==> config.mk <==
export PLATFORM = sky130hd
export DESIGN_NAME = zigbee_pad_mux
export DESIGN_NICKNAME = d
export VERILOG_FILES = /design/src/rtl/zigbee_pad_mux.sv
export SDC_FILE = /design/constraint.sdc
export NUM_CORES = 1
export LEC_CHECK = 0
export CAP_MARGIN = 20
export CELL_PAD_IN_SITES_DETAIL_PLACEMENT = 1
export CELL_PAD_IN_SITES_GLOBAL_PLACEMENT = 1
export CORE_UTILIZATION = 49
export CTS_CLUSTER_DIAMETER = 120
export CTS_CLUSTER_SIZE = 40
export DETAILED_ROUTE_END_ITERATION = 10
export PLACE_DENSITY = 0.95
export SKIP_LAST_GASP = 1
export SYNTH_ARGS = -nofsm -noshare
export SYNTH_HDL_FRONTEND = slang
export SYNTH_SLANG_ARGS = --single-unit
export TNS_END_PERCENT = 30
==> constraint.sdc <==
create_clock -name clk_i -period 5.9 [get_ports clk_i]
set_input_delay 0.885 -clock clk_i [delete_from_list [all_inputs] [get_ports clk_i]]
set_output_delay 0.885 -clock clk_i [all_outputs]
set_load 0.01 [all_outputs]
==> src/rtl/zigbee_pad_mux.sv <==
// Pad-ring pin multiplexer: synchronised pad strobes feed byte TX/RX FIFOs, with a guarded mode switch.
// Optional: define ZIGBEE_PAD_MUX_PARITY_EN to drive mux_o[17] with even parity of mux_o[16:0] in RUN.
module zigbee_pad_mux #(
  parameter int unsigned FIFO_DEPTH   = 4,
  parameter int unsigned GUARD_CYCLES = 8
) (
  input  logic        clk_i,
  input  logic        resetn_i,
  input  logic [1:0]  sel_i,
  input  logic [21:0] mux_i,
  output logic [17:0] mux_o,
  output logic [7:0]  tx_data_o,
  output logic        tx_valid_o,
  input  logic        tx_ready_i,
  input  logic [7:0]  rx_data_i,
  input  logic        rx_valid_i,
  output logic        rx_ready_o,
  input  logic [17:0] dbg_i
);
  localparam int unsigned PW         = (FIFO_DEPTH == 4) ? 2 : 1;
  localparam logic [2:0]  FULL_LVL   = 3'(FIFO_DEPTH);
  localparam logic [7:0]  GUARD_LOAD = 8'(GUARD_CYCLES - 1);

  typedef enum logic {RUN, GUARD} state_t;

  logic [1:0]  sel_m, sel_s;
  logic [17:0] in_m, in_s;
  logic [2:0]  edge_d, rise;
  logic        unused_rsvd;

  assign unused_rsvd = ^mux_i[21:18];

  always_ff @(posedge clk_i or negedge resetn_i) begin
    if (!resetn_i) begin
      sel_m  <= '0;
      sel_s  <= '0;
      in_m   <= '0;
      in_s   <= '0;
      edge_d <= '0;
    end else begin
      sel_m  <= sel_i;
      sel_s  <= sel_m;
      in_m   <= mux_i[17:0];
      in_s   <= in_m;
      edge_d <= in_s[10:8];
    end
  end

  // rise[0]=TX push strobe, rise[1]=RX pop strobe, rise[2]=overflow clear
  assign rise = in_s[10:8] & ~edge_d;

  state_t      state;
  logic [1:0]  active, guard_sel;
  logic [7:0]  cnt;
  logic        run;
  logic [17:0] mux_next;

  logic [7:0]    tx_mem [FIFO_DEPTH];
  logic [7:0]    rx_mem [FIFO_DEPTH];
  logic [PW-1:0] tx_wr, tx_rd, rx_wr, rx_rd;
  logic [2:0]    tx_lvl, rx_lvl;
  logic          tx_ne, tx_full, rx_ne, rx_full, ovf;
  logic          tx_req, tx_push, tx_pop, ovf_set, ovf_clr, rx_push, rx_pop;
  logic [7:0]    rx_head;

  assign run     = (state == RUN);
  assign tx_ne   = (tx_lvl != '0);
  assign tx_full = (tx_lvl == FULL_LVL);
  assign rx_ne   = (rx_lvl != '0);
  assign rx_full = (rx_lvl == FULL_LVL);
  assign rx_head = rx_ne ? rx_mem[rx_rd] : '0;

  assign tx_valid_o = tx_ne;
  assign tx_data_o  = tx_ne ? tx_mem[tx_rd] : '0;
  assign rx_ready_o = ~rx_full;

  // A push into a full TX FIFO is still accepted when the core pops the head in the same cycle.
  assign tx_pop  = tx_ne & tx_ready_i;
  assign tx_req  = rise[0] & run & (active == 2'd0);
  assign tx_push = tx_req & (~tx_full | tx_pop);
  assign ovf_set = tx_req & tx_full & ~tx_pop;
  assign ovf_clr = rise[2] & run;
  assign rx_push = rx_valid_i & ~rx_full;
  assign rx_pop  = rise[1] & run & (active == 2'd1) & rx_ne;

  always_comb begin
    mux_next = '0;
    if (run) begin
      case (active)
        2'd0:    mux_next = {12'd0, rx_ne, ovf, tx_full, tx_lvl};
        2'd1:    mux_next = {5'd0, rx_full, rx_lvl, rx_ne, rx_head};
        2'd2:    mux_next = dbg_i;
        default: mux_next = in_s;
      endcase
`ifdef ZIGBEE_PAD_MUX_PARITY_EN
      mux_next[17] = ^mux_next[16:0];
`endif
    end
  end

  always_ff @(posedge clk_i or negedge resetn_i) begin
    if (!resetn_i) begin
      state     <= RUN;
      active    <= '0;
      guard_sel <= '0;
      cnt       <= '0;
      mux_o     <= '0;
    end else begin
      mux_o <= mux_next;
      case (state)
        RUN: begin
          if (sel_s != active) begin
            state     <= GUARD;
            guard_sel <= sel_s;
            cnt       <= GUARD_LOAD;
          end
        end
        GUARD: begin
          if (sel_s != guard_sel) begin
            guard_sel <= sel_s;
            cnt       <= GUARD_LOAD;
          end else if (cnt == '0) begin
            active <= sel_s;
            state  <= RUN;
          end else begin
            cnt <= cnt - 8'd1;
          end
        end
        default: state <= RUN;
      endcase
    end
  end

  always_ff @(posedge clk_i or negedge resetn_i) begin
    if (!resetn_i) begin
      tx_wr  <= '0;
      tx_rd  <= '0;
      tx_lvl <= '0;
      rx_wr  <= '0;
      rx_rd  <= '0;
      rx_lvl <= '0;
      ovf    <= 1'b0;
    end else begin
      if (tx_push) tx_wr <= tx_wr + PW'(1);
      if (tx_pop)  tx_rd <= tx_rd + PW'(1);
      if (rx_push) rx_wr <= rx_wr + PW'(1);
      if (rx_pop)  rx_rd <= rx_rd + PW'(1);
      tx_lvl <= tx_lvl + {2'b00, tx_push} - {2'b00, tx_pop};
      rx_lvl <= rx_lvl + {2'b00, rx_push} - {2'b00, rx_pop};
      if (ovf_set)      ovf <= 1'b1;
      else if (ovf_clr) ovf <= 1'b0;
    end
  end

  always_ff @(posedge clk_i) begin
    if (tx_push) tx_mem[tx_wr] <= in_s[7:0];
    if (rx_push) rx_mem[rx_wr] <= rx_data_i;
  end
endmodule
==> summary.txt, run 1 <==
Run
  • Max_cap viols: 0

Layout
  • Core Util, Final: 0.641
  • Leading cell type in the layout, fill and taps excluded: dfrtp_1
  • Layout Nets: about 530
  • # diodes: 0
  • Fill cells: 1025
  • Layout cell share with drive strength beyond 1: 0.128
  • Post-route cell area: 0.00741 mm^2
  • Commonest cells after routing, fill and taps aside: dfrtp_1, clkdlybuf4s50_1, edfxtp_1
  • Layout area overhead: 25.9%
  • Fin cells: 620

Detailed routing
  • Average wire per standard cell: roughly 25 um
  • DRT Pass-1 Iters: 7
  • Vias/cell: 5.82
  • Final wirelength: 15600 um
  • Vias: 3607
  • Remaining DRCs: 6
  • Starting DRT DRC Count: between 200 and 250
  • Detail Route Antenna Nets: 0

Critical path
  • CP Capture Type: flip-flop
  • CP arrival: 3.86 ns
  • CP required: 6.23 ns
  • Worst setup SP type: flip-flop
  • Setup CP Type: reg -> reg
  • CP Max Fanout: 25

Clocking
  • Clock transition at the registers of the reported paths: roughly 0.06 ns
  • CTS root buffer: clkbuf_16
  • Cts bufs inserted: 17
  • Clock Sink Count: 153
  • Cts hold-fix bufs: 0
  • Setup bufs post-CTS: 0
  • CTS tree: yes
  • Skew-Pair Late Insertion Delay: between 0.4 and 0.5 ns
  • CTS max path bufs: 2
  • H-tree levels: 4
  • Cts repair resizes: 0

Floorplan
  • Chip Width: approximately 110 um
  • Initial Utilization: 0.509
  • IO Pins: 82
  • Cell Rows: 39
  • DIE AREA: 0.0125 mm^2
  • Chip height: between 100 and 150 um
  • Core Region: between 0.01 and 0.015 mm^2

STA
  • Fin crit share: 0.599
  • Setup TNS: 0 ns
  • Fmax: about 0.28 GHz
  • Setup ws final: 2.37 ns
  • Final Setup Violations: 0
  • RSZ-0062 raised after global routing: no
  • Worst-margin pin slew: between 1 and 1.5 ns
  • Pins Over Slew Limit: 0
  • Max transition margin: 0.330
  • Layout Skew: 0.00751 ns
  • Minimum clock period: 3.53 ns
  • Final hold violations: 0
  • Final hold slack: 0.349 ns

Place
  • Dpl cells: 588
  • Placer congestion estimate: ~0.76
  • Cell Area, Placed: 0.00678 mm^2
  • Half-perimeter wire length after placement: roughly 9000 um
  • Post-Place Worst Slack: between 2 and 2.5 ns
  • PortBufs: 77

Synthesis
  • #FFs+latches synth: between 150 and 200
  • Synth unique cells: 44
  • Top_reg_cell synth: dfrtp_1
  • Post-Syn Area per Cell: 15.4 um^2
  • EDFF count, synth: 64
  • Post-synthesis compound-gate area fraction: 0.0438
  • Area of the mapped netlist: 0.00589 mm^2
  • XOR/XNOR Fraction of Synth Area: 0.0208
  • Asr flop ratio synth: 0.582
  • Gate Count Post-Synth: 382
  • Synth warnings: 0
  • Synth Net Count: 452
  • Main combinational cell family by area after synthesis: multiplexers
  • Adder-cell share of the synthesized area: 0.0365
  • Simple-gate share of the synthesized area: 0.0835
  • Sequential-to-total area share from yosys stat: 0.705
  • Post-synthesis mux area share: 0.0886

Power and ir drop
  • Static leakage: 2.89 nW
  • Peak supply drop: roughly 0.24 mV
  • PD cells: 405 mW/mm^2
  • Final Power: 3.00 mW

Global route
  • Initial antenna violation count: 1
  • Number of global-route vias before repair: 4157
  • First-pass GRT wire length: 24800 um
  • Largest net degree at the start of global routing: 68
  • Total GRT Usage: 0.277
  • Overflow after GRT: 0

Worst hold path
  • Worst Hold Class: in -> async

Status
  • Outcome: finished, violations left
  • Failing checks: DRC
[area by class of cell]
| class | count | area [um^2] | share of cell area |
|---|---|---|---|
| timing repair buffer | 78 | 776 | 0.105 |
| tap | 143 | 179 | 0.0241 |
| clock buffer | 19 | 443 | 0.0598 |
| sequential | 153 | 4150 | 0.560 |
| multi-input combinational | 197 | 1610 | 0.217 |
| inverter | 17 | 63.8 | 0.00861 |
| clock inverter | 13 | 191 | 0.0258 |
[Yosys cell counts, types with 6 or more instances]
cell type / count / area share
nand2_1: 21 / 0.013
nor3_1: 7 / 0.0059
and3_1: 7 / 0.0074
clkbuf_1: 11 / 0.0070
edfxtp_1: 64 / 0.33
and2_1: 13 / 0.014
mux4_2: 16 / 0.061
mux2i_1: 6 / 0.010
xnor2_1: 10 / 0.015
mux2_2: 9 / 0.017
dfrtp_1: 89 / 0.38
o21ai_0: 13 / 0.011
inv_1: 17 / 0.011
ha_1: 14 / 0.030
nor2_1: 25 / 0.016
[final timing paths]
| path | start | slack [ns] | cells past startpoint | endpoint |
|---|---|---|---|---|
| max | active[0] | 2.37 | 11 | tx_lvl[2] |
| min | resetn_i | 0.35 | 1 | in_m[17] |
| max reg2reg | active[0] | 2.37 | 11 | tx_lvl[2] |
| min reg2reg | in_m[9] | 0.35 | 0 | in_s[9] |
| max in group asynchronous | resetn_i | 4.38 | 2 | sel_m[1] |
| min in group clk_i | in_m[9] | 0.35 | 0 | in_s[9] |
[worst max-delay path: stages, from the launching register on]
cell     delay, ns
dfrtp_1       0.75
nor2_1        0.41
and3_1        0.26
nor2b_1       0.48
inv_1         0.10
ha_1          0.33
inv_1         0.07
ha_1          0.15
inv_1         0.06
fa_1          0.42
xnor2_1       0.24
xnor2_1       0.17
[flip-flops by register name (all words and copies together) (netlist names)]
register	count
ovf	1
mux_o	18
rx_lvl	3
state	1
tx_mem	32
tx_lvl	3
edge_d	3
in_s	18
guard_sel	2
tx_rd	2
rx_wr	2
active	2
rx_mem	32
tx_wr	2
sel_s	2
cnt	8
in_m	18
sel_m	2
rx_rd	2
[layer usage]
layer | wire length (um) | GRT usage | vias to the layer above
met3 | 794 | 0.0691 | 44
met4 | 535 | 0.116 | 2
met5 | 13 | 0 | -
met1 | 5920 | 0.323 | 1883
li1 | - | - | 1542
met2 | 8340 | 0.489 | 136
[power breakdown]
part	internal (mW)	switching, mW
sequential	1.22	0.115
clock	0.724	0.443
combinational	0.262	0.236
[kinds of logic after synthesis]
kind of cell               count (synthesis)
muxes                                     31
AOI/OAI and AO/OA                         40
buffers and inverters                     32
and+or+nand+nor                           96
DFF                                      153
xor gates and xnor gates                  14
adders and majority gates                 16
(Power assumes the default switching activity.)
==> inputs of run 2 (changes only) <==
- CORE_UTILIZATION: 49 -> 41
- PLACE_DENSITY: 0.95 -> 0.86
- clock period: 5.9 -> 3.1 ns (I/O delays scaled with it)
==> run 2 against run 1 <==
  * The flow now finishes without violations
  * Clock skew grew 0.0010 ns
  * Combinational power grew 78%
  * Register-to-register slack lost 2.0 ns
  * Core utilization shrank 11 points
  * Power grew 82%
  * First-iteration DRC count grew 36%
  * Count of clock-buffer cells in the layout shrank 1
  * Via count shrank 3.9%
  * Sequential power grew 88%
  * Largest cell class unchanged
  * Largest power group unchanged
  * Highest routed layer is now met4
==> summary.txt, run 2 (synthesized netlist as in run 1, its figures left out) <==
Global route
  • Initial antenna violation count: 0
  • Total GRT Usage: 0.200
  • Number of global-route vias before repair: 3907
  • Overflow after GRT: 0
  • First-pass GRT wire length: 21200 um
  • Largest net degree at the start of global routing: 38

Detailed routing
  • Vias: 3466
  • Vias/cell: 5.24
  • DRT Pass-1 Iters: 4
  • Detail Route Antenna Nets: 0
  • Starting DRT DRC Count: 296
  • Final wirelength: between 10000 and 15000 um
  • Remaining DRCs: 0
  • Average wire per standard cell: slightly above 20 um

Clocking
  • Clock Sink Count: 153
  • Setup bufs post-CTS: 0
  • H-tree levels: 4
  • Cts repair resizes: 0
  • CTS root buffer: clkbuf_16
  • Skew-Pair Late Insertion Delay: 0.42 ns
  • Cts bufs inserted: 17
  • CTS tree: yes
  • CTS max path bufs: 2
  • Cts hold-fix bufs: 0
  • Clock transition at the registers of the reported paths: 0.06 ns

Critical path
  • Setup CP Type: reg -> out
  • Worst reg2reg path depth: 11
  • CP arrival: 2.37 ns
  • Crit-path max cell delay: 0.72 ns
  • CP Capture Type: output pin
  • Worst path slowest cell: dfrtp_1
  • Worst setup SP type: flip-flop
  • Crit path cell chain: mux4_2 > and2_1 > clkdlybuf4s50_1
  • CP Max Fanout: 10
  • CP required: roughly 2.6 ns

Power and ir drop
  • PD cells: 732 mW/mm^2
  • Static leakage: just under 3 nW
  • Peak supply drop: 0.452 mV
  • Final Power: 5.45 mW

Layout
  • Layout Nets: 539
  • Layout area overhead: 26.5%
  • Commonest cells after routing, fill and taps aside: dfrtp_1, clkdlybuf4s50_1, edfxtp_1
  • Register area: around 0.0041 mm^2
  • Combined area of the multi-input logic cells: 0.00161 mm^2
  • Layout cell share with drive strength beyond 1: 0.139
  • Fill cells: 1346
  • Top flop regs: rx_mem: 32 flops, tx_mem: 32 flops
  • Leading cell type in the layout, fill and taps excluded: dfrtp_1
  • # diodes: 0

STA
  • Minimum clock period: between 2 and 3 ns
  • Final hold slack: 0.00215 ns
  • Worst-margin pin slew: 0.746 ns
  • Setup TNS: 0 ns
  • Pins Over Slew Limit: 0
  • Fmax: 0.353 GHz
  • Final hold violations: 0
  • Layout Skew: 0.00851 ns
  • Final Setup Violations: 0
  • RSZ-0062 raised after global routing: no
  • Max transition margin: 0.499
  • Fin crit share: 0.914

Floorplan
  • Chip Width: 122 um
  • DIE AREA: 0.0148 mm^2
  • Cell Rows: 43
  • Core Region: around 0.014 mm^2
  • Chip height: approximately 120 um
  • Initial Utilization: 0.423
  • IO Pins: 82

Place
  • Half-perimeter wire length after placement: 9210 um
  • PortBufs: 77
  • Placer congestion estimate: 0.755

Worst hold path
  • Worst Hold Class: in -> async

Run
  • Max_cap viols: 0

Status
  • Outcome: finished, final reports clean
## run 2: worst paths after layout
| check | slack [ns] | startpoint | to |
|---|---|---|---|
| min | 0.002 | resetn_i | in_m[16] |
| min reg2reg | 0.35 | in_m[16] | in_s[16] |
| min in group clk_i | 0.35 | in_m[16] | in_s[16] |
| max in group asynchronous | 2.34 | resetn_i | in_s[9] |
| max reg2reg | 0.39 | active[1] | tx_lvl[2] |
| max | 0.27 | tx_rd[0] | tx_data_o[4] |
## run 2: cell type report
cell class / instances / share of cell area
Sequential cell: 153 / 0.557
Multi-Input combinational cell: 197 / 0.216
Timing Repair Buffer: 83 / 0.109
Clock buffer: 18 / 0.0590
Tap cell: 180 / 0.0302
Clock inverter: 14 / 0.0197
Inverter: 17 / 0.00857
## run 2: routing by layer
metal  vias up  GRT usage  part of all wire
met5         -          0                 0
met4         0     0.0880             0.027
met3        30     0.0468             0.035
met2        80      0.357              0.55
met1      1801      0.227              0.39
li1       1555          -                 -
## run 2: critical path, delay by kind of cell (launching register included)
| kind | cells | cell delay (ns) |
|---|---|---|
| multiplexers | 1 | 0.59 |
| flip-flops | 1 | 0.72 |
| buffers and inverters | 1 | 0.47 |
| AND/OR/NAND/NOR | 1 | 0.17 |
## run 2: where the power goes
part	total (mW)	internal (mW)	switching (mW)
Sequential	2.52	2.32	0.199
Clock	2.04	1.21	0.836
Combinational	0.885	0.490	0.395
Total	5.45	4.02	1.43
## run 2: metrics by stage
step / util / worst slack, ns / cells / area (um^2)
3_5_place_dp: 0.492 / 0.192 / 630 / 6860
5_1_grt: 0.534 / 0.112 / 662 / 7450
6_report: 0.534 / 0.266 / 662 / 7450
4_1_cts: 0.534 / 0.209 / 662 / 7450
3_3_place_gp: 0.492 / 0.316 / 630 / 6860
2_1_floorplan: - / 0.657 / 382 / 5890
